$ cat src/rtl/yourcpu_pkg.sv
// Shared types for the data-memory readback engine.
// State encoding and word-size helpers.
package yourcpu_pkg;

  typedef enum logic [2:0] {
    RB_IDLE,
    RB_REQ,
    RB_CAP,
    RB_SEND,
    RB_FIN
  } rb_state_e;

  localparam int DEF_ADDR_W = 32;
  localparam int DEF_DATA_W = 32;
  localparam int DEF_CNT_W  = 16;
  localparam int WORD_BYTES = DEF_DATA_W / 8;

  function automatic int word_bytes(
    input int data_w
  );
    return data_w / 8;
  endfunction

endpackage

$ cat src/rtl/yourcpu_dmem_readback_if.sv
// Memory read port and bench stream channel
// of the data-memory readback engine.
interface yourcpu_dmem_readback_if #(
  parameter int ADDR_W = 32,
  parameter int DATA_W = 32
) ();

  logic              mem_req;
  logic [ADDR_W-1:0] mem_addr;
  logic              mem_gnt;
  logic [DATA_W-1:0] mem_rdata;

  logic              tb_valid;
  logic              tb_ready;
  logic [ADDR_W-1:0] tb_addr;
  logic [DATA_W-1:0] tb_data;
  logic              tb_last;

  modport master (
    output mem_req,
    output mem_addr,
    input  mem_gnt,
    input  mem_rdata,
    output tb_valid,
    input  tb_ready,
    output tb_addr,
    output tb_data,
    output tb_last
  );

  modport slave (
    input  mem_req,
    input  mem_addr,
    output mem_gnt,
    output mem_rdata,
    input  tb_valid,
    output tb_ready,
    input  tb_addr,
    input  tb_data,
    input  tb_last
  );

endinterface

$ cat src/rtl/yourcpu_dmem_readback.sv
// Walks a block of data memory through the shared read port
// and streams (address, word) pairs out with a running checksum.
module yourcpu_dmem_readback
  import yourcpu_pkg::*;
#(
  parameter int ADDR_W = 32,
  parameter int DATA_W = 32,
  parameter int CNT_W  = 16
) (
  input  logic              clk,
  input  logic              reset,
  input  logic              start,
  input  logic [ADDR_W-1:0] base_addr,
  input  logic [CNT_W-1:0]  word_count,
  output logic              busy,
  output logic              done,
  output logic [DATA_W-1:0] checksum,
  yourcpu_dmem_readback_if.master bus
);

  localparam int STRIDE = word_bytes(DATA_W);
  localparam logic [ADDR_W-1:0] STRIDE_A =
    ADDR_W'(STRIDE);
  localparam logic [ADDR_W-1:0] ALIGN =
    ~(STRIDE_A - ADDR_W'(1));
  localparam logic [CNT_W-1:0] ONE =
    CNT_W'(1);

  rb_state_e         state_q, state_d;
  logic [ADDR_W-1:0] addr_q, addr_d;
  logic [CNT_W-1:0]  rem_q, rem_d;
  logic [DATA_W-1:0] sum_q, sum_d;
  logic [ADDR_W-1:0] tb_addr_q, tb_addr_d;
  logic [DATA_W-1:0] tb_data_q, tb_data_d;
  logic              tb_last_q, tb_last_d;
  logic              tb_valid_q, tb_valid_d;
  logic              mem_req_q, mem_req_d;
  logic              busy_q, busy_d;
  logic              done_q, done_d;
  logic              hs;

  assign hs = tb_valid_q && bus.tb_ready;

  always_comb begin
    state_d   = state_q;
    addr_d    = addr_q;
    rem_d     = rem_q;
    sum_d     = sum_q;
    tb_addr_d = tb_addr_q;
    tb_data_d = tb_data_q;
    unique case (state_q)
      RB_IDLE: begin
        if (start) begin
          addr_d  = base_addr & ALIGN;
          rem_d   = word_count;
          sum_d   = '0;
          state_d = (word_count == '0) ?
                    RB_FIN : RB_REQ;
        end
      end
      RB_REQ: begin
        if (bus.mem_gnt) state_d = RB_CAP;
      end
      RB_CAP: begin
        tb_addr_d = addr_q;
        tb_data_d = bus.mem_rdata;
        state_d   = RB_SEND;
      end
      RB_SEND: begin
        if (hs) begin
          sum_d = sum_q + tb_data_q;
          if (rem_q == ONE) begin
            state_d = RB_FIN;
          end else begin
            state_d = RB_REQ;
            addr_d  = addr_q + STRIDE_A;
            rem_d   = rem_q - ONE;
          end
        end
      end
      RB_FIN: state_d = RB_IDLE;
      default: state_d = RB_IDLE;
    endcase
  end

  // Outputs are decoded from the next state so they come straight off flops.
  always_comb begin
    mem_req_d  = (state_d == RB_REQ);
    tb_valid_d = (state_d == RB_SEND);
    tb_last_d  = (state_d == RB_SEND) &&
                 (rem_d == ONE);
    done_d     = (state_d == RB_FIN);
    busy_d     = (state_d == RB_REQ)  ||
                 (state_d == RB_CAP)  ||
                 (state_d == RB_SEND);
  end

  always_ff @(posedge clk or posedge reset) begin
    if (reset) begin
      state_q    <= RB_IDLE;
      addr_q     <= '0;
      rem_q      <= '0;
      sum_q      <= '0;
      tb_addr_q  <= '0;
      tb_data_q  <= '0;
      tb_last_q  <= 1'b0;
      tb_valid_q <= 1'b0;
      mem_req_q  <= 1'b0;
      busy_q     <= 1'b0;
      done_q     <= 1'b0;
    end else begin
      state_q    <= state_d;
      addr_q     <= addr_d;
      rem_q      <= rem_d;
      sum_q      <= sum_d;
      tb_addr_q  <= tb_addr_d;
      tb_data_q  <= tb_data_d;
      tb_last_q  <= tb_last_d;
      tb_valid_q <= tb_valid_d;
      mem_req_q  <= mem_req_d;
      busy_q     <= busy_d;
      done_q     <= done_d;
    end
  end

  assign busy         = busy_q;
  assign done         = done_q;
  assign checksum     = sum_q;
  assign bus.mem_req  = mem_req_q;
  assign bus.mem_addr = addr_q;
  assign bus.tb_valid = tb_valid_q;
  assign bus.tb_addr  = tb_addr_q;
  assign bus.tb_data  = tb_data_q;
  assign bus.tb_last  = tb_last_q;

endmodule
$ cat src/flat_wrapper.sv
// flat-port wrapper written by rule: the top's interface ports become plain ports
module yourcpu_dmem_readback_flat import yourcpu_pkg::*;
#(
  parameter int ADDR_W = 32,
  parameter int DATA_W = 32,
  parameter int CNT_W  = 16
)
  (clk, reset, start, base_addr, word_count, busy, done, checksum, bus_mem_req, bus_mem_addr, bus_mem_gnt, bus_mem_rdata, bus_tb_valid, bus_tb_ready, bus_tb_addr, bus_tb_data, bus_tb_last);
  yourcpu_dmem_readback_if #(.ADDR_W(ADDR_W), .DATA_W(DATA_W)) bus_i ();
  input  logic clk;
  input  logic reset;
  input  logic start;
  input  logic [ADDR_W-1:0] base_addr;
  input  logic [CNT_W-1:0] word_count;
  output logic busy;
  output logic done;
  output logic [DATA_W-1:0] checksum;
  output wire logic [$bits(bus_i.mem_req)-1:0] bus_mem_req;
  output wire logic [$bits(bus_i.mem_addr)-1:0] bus_mem_addr;
  input wire logic [$bits(bus_i.mem_gnt)-1:0] bus_mem_gnt;
  input wire logic [$bits(bus_i.mem_rdata)-1:0] bus_mem_rdata;
  output wire logic [$bits(bus_i.tb_valid)-1:0] bus_tb_valid;
  input wire logic [$bits(bus_i.tb_ready)-1:0] bus_tb_ready;
  output wire logic [$bits(bus_i.tb_addr)-1:0] bus_tb_addr;
  output wire logic [$bits(bus_i.tb_data)-1:0] bus_tb_data;
  output wire logic [$bits(bus_i.tb_last)-1:0] bus_tb_last;
  assign bus_mem_req = bus_i.mem_req;
  assign bus_mem_addr = bus_i.mem_addr;
  assign bus_i.mem_gnt = bus_mem_gnt;
  assign bus_i.mem_rdata = bus_mem_rdata;
  assign bus_tb_valid = bus_i.tb_valid;
  assign bus_i.tb_ready = bus_tb_ready;
  assign bus_tb_addr = bus_i.tb_addr;
  assign bus_tb_data = bus_i.tb_data;
  assign bus_tb_last = bus_i.tb_last;
  yourcpu_dmem_readback #(.ADDR_W(ADDR_W), .DATA_W(DATA_W), .CNT_W(CNT_W)) u_core (.clk(clk), .reset(reset), .start(start), .base_addr(base_addr), .word_count(word_count), .busy(busy), .done(done), .checksum(checksum), .bus(bus_i));
endmodule
$ cat config.mk
export PLATFORM = sky130hd
export DESIGN_NAME = yourcpu_dmem_readback_flat
export DESIGN_NICKNAME = d
export VERILOG_FILES = /design/src/rtl/yourcpu_pkg.sv /design/src/rtl/yourcpu_dmem_readback_if.sv /design/src/rtl/yourcpu_dmem_readback.sv /design/src/flat_wrapper.sv
export SDC_FILE = /design/constraint.sdc
export NUM_CORES = 1
export LEC_CHECK = 0
export CORE_ASPECT_RATIO = 1.25
export CORE_UTILIZATION = 45
export CTS_CLUSTER_SIZE = 12
export DETAILED_ROUTE_END_ITERATION = 8
export GPL_TIMING_DRIVEN = 0
export PLACE_DENSITY = 0.83
export SYNTH_ARGS = -nofsm -noshare
export SYNTH_HDL_FRONTEND = slang
export SYNTH_SLANG_ARGS = --single-unit
$ cat constraint.sdc
create_clock -name clk -period 5.11 [get_ports clk]
set_input_delay 0.7665 -clock clk [delete_from_list [all_inputs] [get_ports clk]]
set_output_delay 0.7665 -clock clk [all_outputs]
set_load 0.05 [all_outputs]
==> metrics.cfg <==
[run_status]
run_status=completed

[critical_path]
reg2regPathDepth=11
critPathLaunchType=register
required_ns=5.39
slowest_delay_ns=0.53
worstReg2RegEnd=u_core.checksum[26]
regToRegStartpoint=u_core.bus.tb_data[0]
crit_slowest_cell=a21boi_0
setup.worst_path.start=u_core.bus.tb_data[0]
critPathCaptureType=register
arrival_ns=3.84
crit_type=register to register
timing.critical_path.cells=ha_1, fa_1, a21oi_1, o21ai_0, a21oi_1, o211ai_1, a21boi_0, o221ai_1, a21boi_0, xor2_1, o21ai_0
rrSetupSlack_ns=1.55
crit_path_end=u_core.checksum[26]
path_max_fanout=4

[clock_tree]
clkSinkCount=148
cts_tree=done
cts_buffers=17
cts_htree_levels=4
root_buffer=clkbuf_16
cts_buffer_depth=2
cts.clk_slew.worst_paths_ns=0.07
clock_latency_ns=0.44
post-cts-setup-buffers=0
hold_buffers=0
cts_resized=0

[placed_design]
dp_hpwl_mm=17.8
port_buffers=211
place_congestion=0.909
dp.cells=1295

[timing]
period_needed_ns=3.56
slew_headroom_pct=25.7
fin_crit_sh_pct=69.6
setup_tns_ns=0
slew_viol_final=0
grt_setup_unrepaired=false
fin_skew_ns=0.00988
fmax_mhz=281
hold_viol=0
setup_viol=0
worstMarginPinSlew_ns=1.11

[route]
final_antenna_net_count=0
drt-total-wl_mm=24.4
drc=0
viasPerCell=5.95
dr_total_vias=7890
drtIter0Drc=657
first_pass_iters=5
wl_per_cell_um=18.4

[logic_synthesis]
postSynth.asyncResetShare_pct=100
ys_warn_count=0
synth-main-ff-cell=dfrtp_1
synth-edff-count=0
syn_avg_cell_area_um2=9.62
synth-seq-cells=148
synth_cell_types=68
synth-seq-area-share_pct=45.0
syn-cell-area_um2=8230
syn_inst=856

[floorplanning]
dieHeight_um=153
ios=218
initial_core_util_pct=46.5
die_w_um=123
dieArea_um2=18800
rows=54
design.core.area_um2=17700

[global_route]
grt_pass1_wl_mm=39.2
track_usage_pct=26.6
grt_start_max_net_pins=90
grt_antenna_before_repair=0
overflow=0
grt_pass1_vias=7708

[hold_path]
hold_class=register to register
hold_path_depth=1

[pwr]
power_density_nw_per_um2=815
irDropWorstVdd_mv=0.600
p_leak_nw=4.66

[cells_and_area]
final_cell_count_no_fill=1327
antenna_cells=0
fill_cells=1431
drive_above_1_share_pct=10.7
syn2layout_area_growth_pct=37.0
final_net_count=1210

[flow_run]
drv_cap=0

## cells in the final DEF (no fill, tap or decap), types with 4 or more instances in the layout
| cell | n |
|---|---|
| a21o_1 | 10 |
| a21oi_1 | 90 |
| a221o_1 | 4 |
| a31oi_1 | 8 |
| and2_1 | 4 |
| and3_1 | 10 |
| buf_1 | 4 |
| buf_4 | 4 |
| clkbuf_1 | 34 |
| clkbuf_16 | 17 |
| clkdlybuf4s50_1 | 211 |
| clkinv_4 | 5 |
| conb_1 | 4 |
| dfrtp_1 | 148 |
| ha_1 | 34 |
| inv_1 | 16 |
| inv_6 | 6 |
| mux2_2 | 63 |
| nand2_1 | 63 |
| nand2_2 | 4 |
| nand2b_1 | 7 |
| nand3_1 | 57 |
| nand4_1 | 7 |
| nor2_1 | 56 |
| nor2b_1 | 7 |
| nor3_1 | 12 |
| nor3b_1 | 8 |
| nor4_1 | 8 |
| o211ai_1 | 6 |
| o21ai_0 | 73 |
| o21bai_1 | 7 |
| o22ai_1 | 16 |
| o311ai_0 | 7 |
| or3_1 | 6 |
| xnor2_1 | 15 |
| xor2_1 | 11 |
## synth_stat cells, types with 10 or more instances
| master | count | area, um2 |
|---|---|---|
| dfrtp_1 | 148 | 3700 |
| a21oi_1 | 90 | 450 |
| o21ai_0 | 73 | 365 |
| mux2_2 | 63 | 709 |
| nand2_1 | 63 | 236 |
| nand3_1 | 57 | 285 |
| nor2_1 | 56 | 210 |
| clkbuf_1 | 34 | 128 |
| ha_1 | 34 | 425 |
| inv_1 | 17 | 63.8 |
| o22ai_1 | 16 | 100 |
| xnor2_1 | 15 | 131 |
| nor3_1 | 12 | 60.1 |
| xor2_1 | 11 | 96.3 |
| a21o_1 | 10 | 75.1 |
| and3_1 | 10 | 62.6 |
## sequential cells by signal (all words and copies together) (netlist names)
| register | cells |
|---|---|
| u_core.bus.tb_valid | 1 |
| u_core.bus.tb_data | 32 |
| u_core.bus.mem_addr | 30 |
| u_core.checksum | 32 |
| u_core.bus.tb_addr | 30 |
| u_core.busy | 1 |
| u_core.bus.mem_req | 1 |
| u_core.done | 1 |
| u_core.state_q | 3 |
| u_core.rem_q | 16 |
| u_core.bus.tb_last | 1 |
## cell families (layout without fill, tap and decap cells)
kind of cell | after synthesis | count (layout) | share of synthesized area (%)
AND/OR/NAND/NOR | 268 | 268 | 16.6
multiplexers | 66 | 66 | 8.98
flip-flops | 148 | 148 | 45.0
AO/OA/AOI/OAI | 252 | 252 | 18.3
adder cells (fa/ha/maj) | 35 | 35 | 5.41
XOR/XNOR | 26 | 26 | 2.77
buffers and inverters | 60 | 304 | 2.92
other | 1 | 4 | 0.0455
## metal layers
| metal | vias to the layer above | part of all wire (%) | global-route usage, % |
|---|---|---|---|
| met2 | 406 | 51 | 46.4 |
| met3 | 62 | 7.5 | 5.45 |
| met1 | 3806 | 39 | 31.6 |
| li1 | 3616 | - | - |
| met4 | 0 | 2.6 | 10.4 |
| met5 | - | 0 | 0 |
## metrics by stage
| stage | worst slack [ns] | cell area, um2 | power (W) | hold WS [ns] | utilization, % |
|---|---|---|---|---|---|
| 2_1_floorplan | 0.364 | 8250 | 0.00609 | 0.493 | - |
| 5_1_grt | 1.41 | 11300 | 0.00972 | 0.523 | 63.7 |
| 4_1_cts | 1.60 | 11300 | 0.00918 | 0.509 | 63.7 |
| 3_5_place_dp | 1.26 | 10700 | 0.00785 | 0.495 | 60.3 |
| 3_3_place_gp | -1.77 | 10600 | 0.00773 | 0.489 | 60.1 |
| 6_report | 1.55 | 11300 | 0.00920 | 0.504 | 63.7 |
## worst max-delay path, delay by kind of cell (launching register included)
kind / cells / cell delay, ns
adders and majority gates: 2 / 0.67
xor gates and xnor gates: 1 / 0.17
AOI/OAI and AO/OA: 8 / 2.17
DFF: 1 / 0.40
## layout make-up
cell class,count,area [um2],share of cell area (%)
repair buffers,212,2140,19.0
multi-input cells,651,4310,38.2
inverters,18,72.6,0.643
flip-flops and latches,148,3700,32.8
plain buffers,42,173,1.53
well taps,224,280,2.48
clock inverters,14,166,1.47
clock buffers,18,439,3.89
## where the power goes
group | switching (W) | total [W] | leakage [nW] | internal [W]
Clock | 0.000551 | 0.00130 | 0.294 | 0.000747
Sequential | 0.000559 | 0.00227 | 1.79 | 0.00171
Combinational | 0.00357 | 0.00563 | 2.57 | 0.00206
Total | 0.00468 | 0.00920 | 4.66 | 0.00452
## worst min path at each step
stage	start	endpoint	slack (ns)
4_1_cts	u_core.bus.tb_addr[5]	u_core.bus.tb_addr[5]	0.51
5_1_grt	u_core.bus.tb_addr[4]	u_core.bus.tb_addr[4]	0.52
3_3_place_gp	u_core.bus.tb_addr[12]	u_core.bus.tb_addr[12]	0.49
6_report	u_core.bus.tb_addr[4]	u_core.bus.tb_addr[4]	0.50
2_1_floorplan	u_core.state_q[2]	u_core.done	0.49
3_5_place_dp	u_core.bus.tb_addr[14]	u_core.bus.tb_addr[14]	0.49
(Power assumes the default switching activity.)
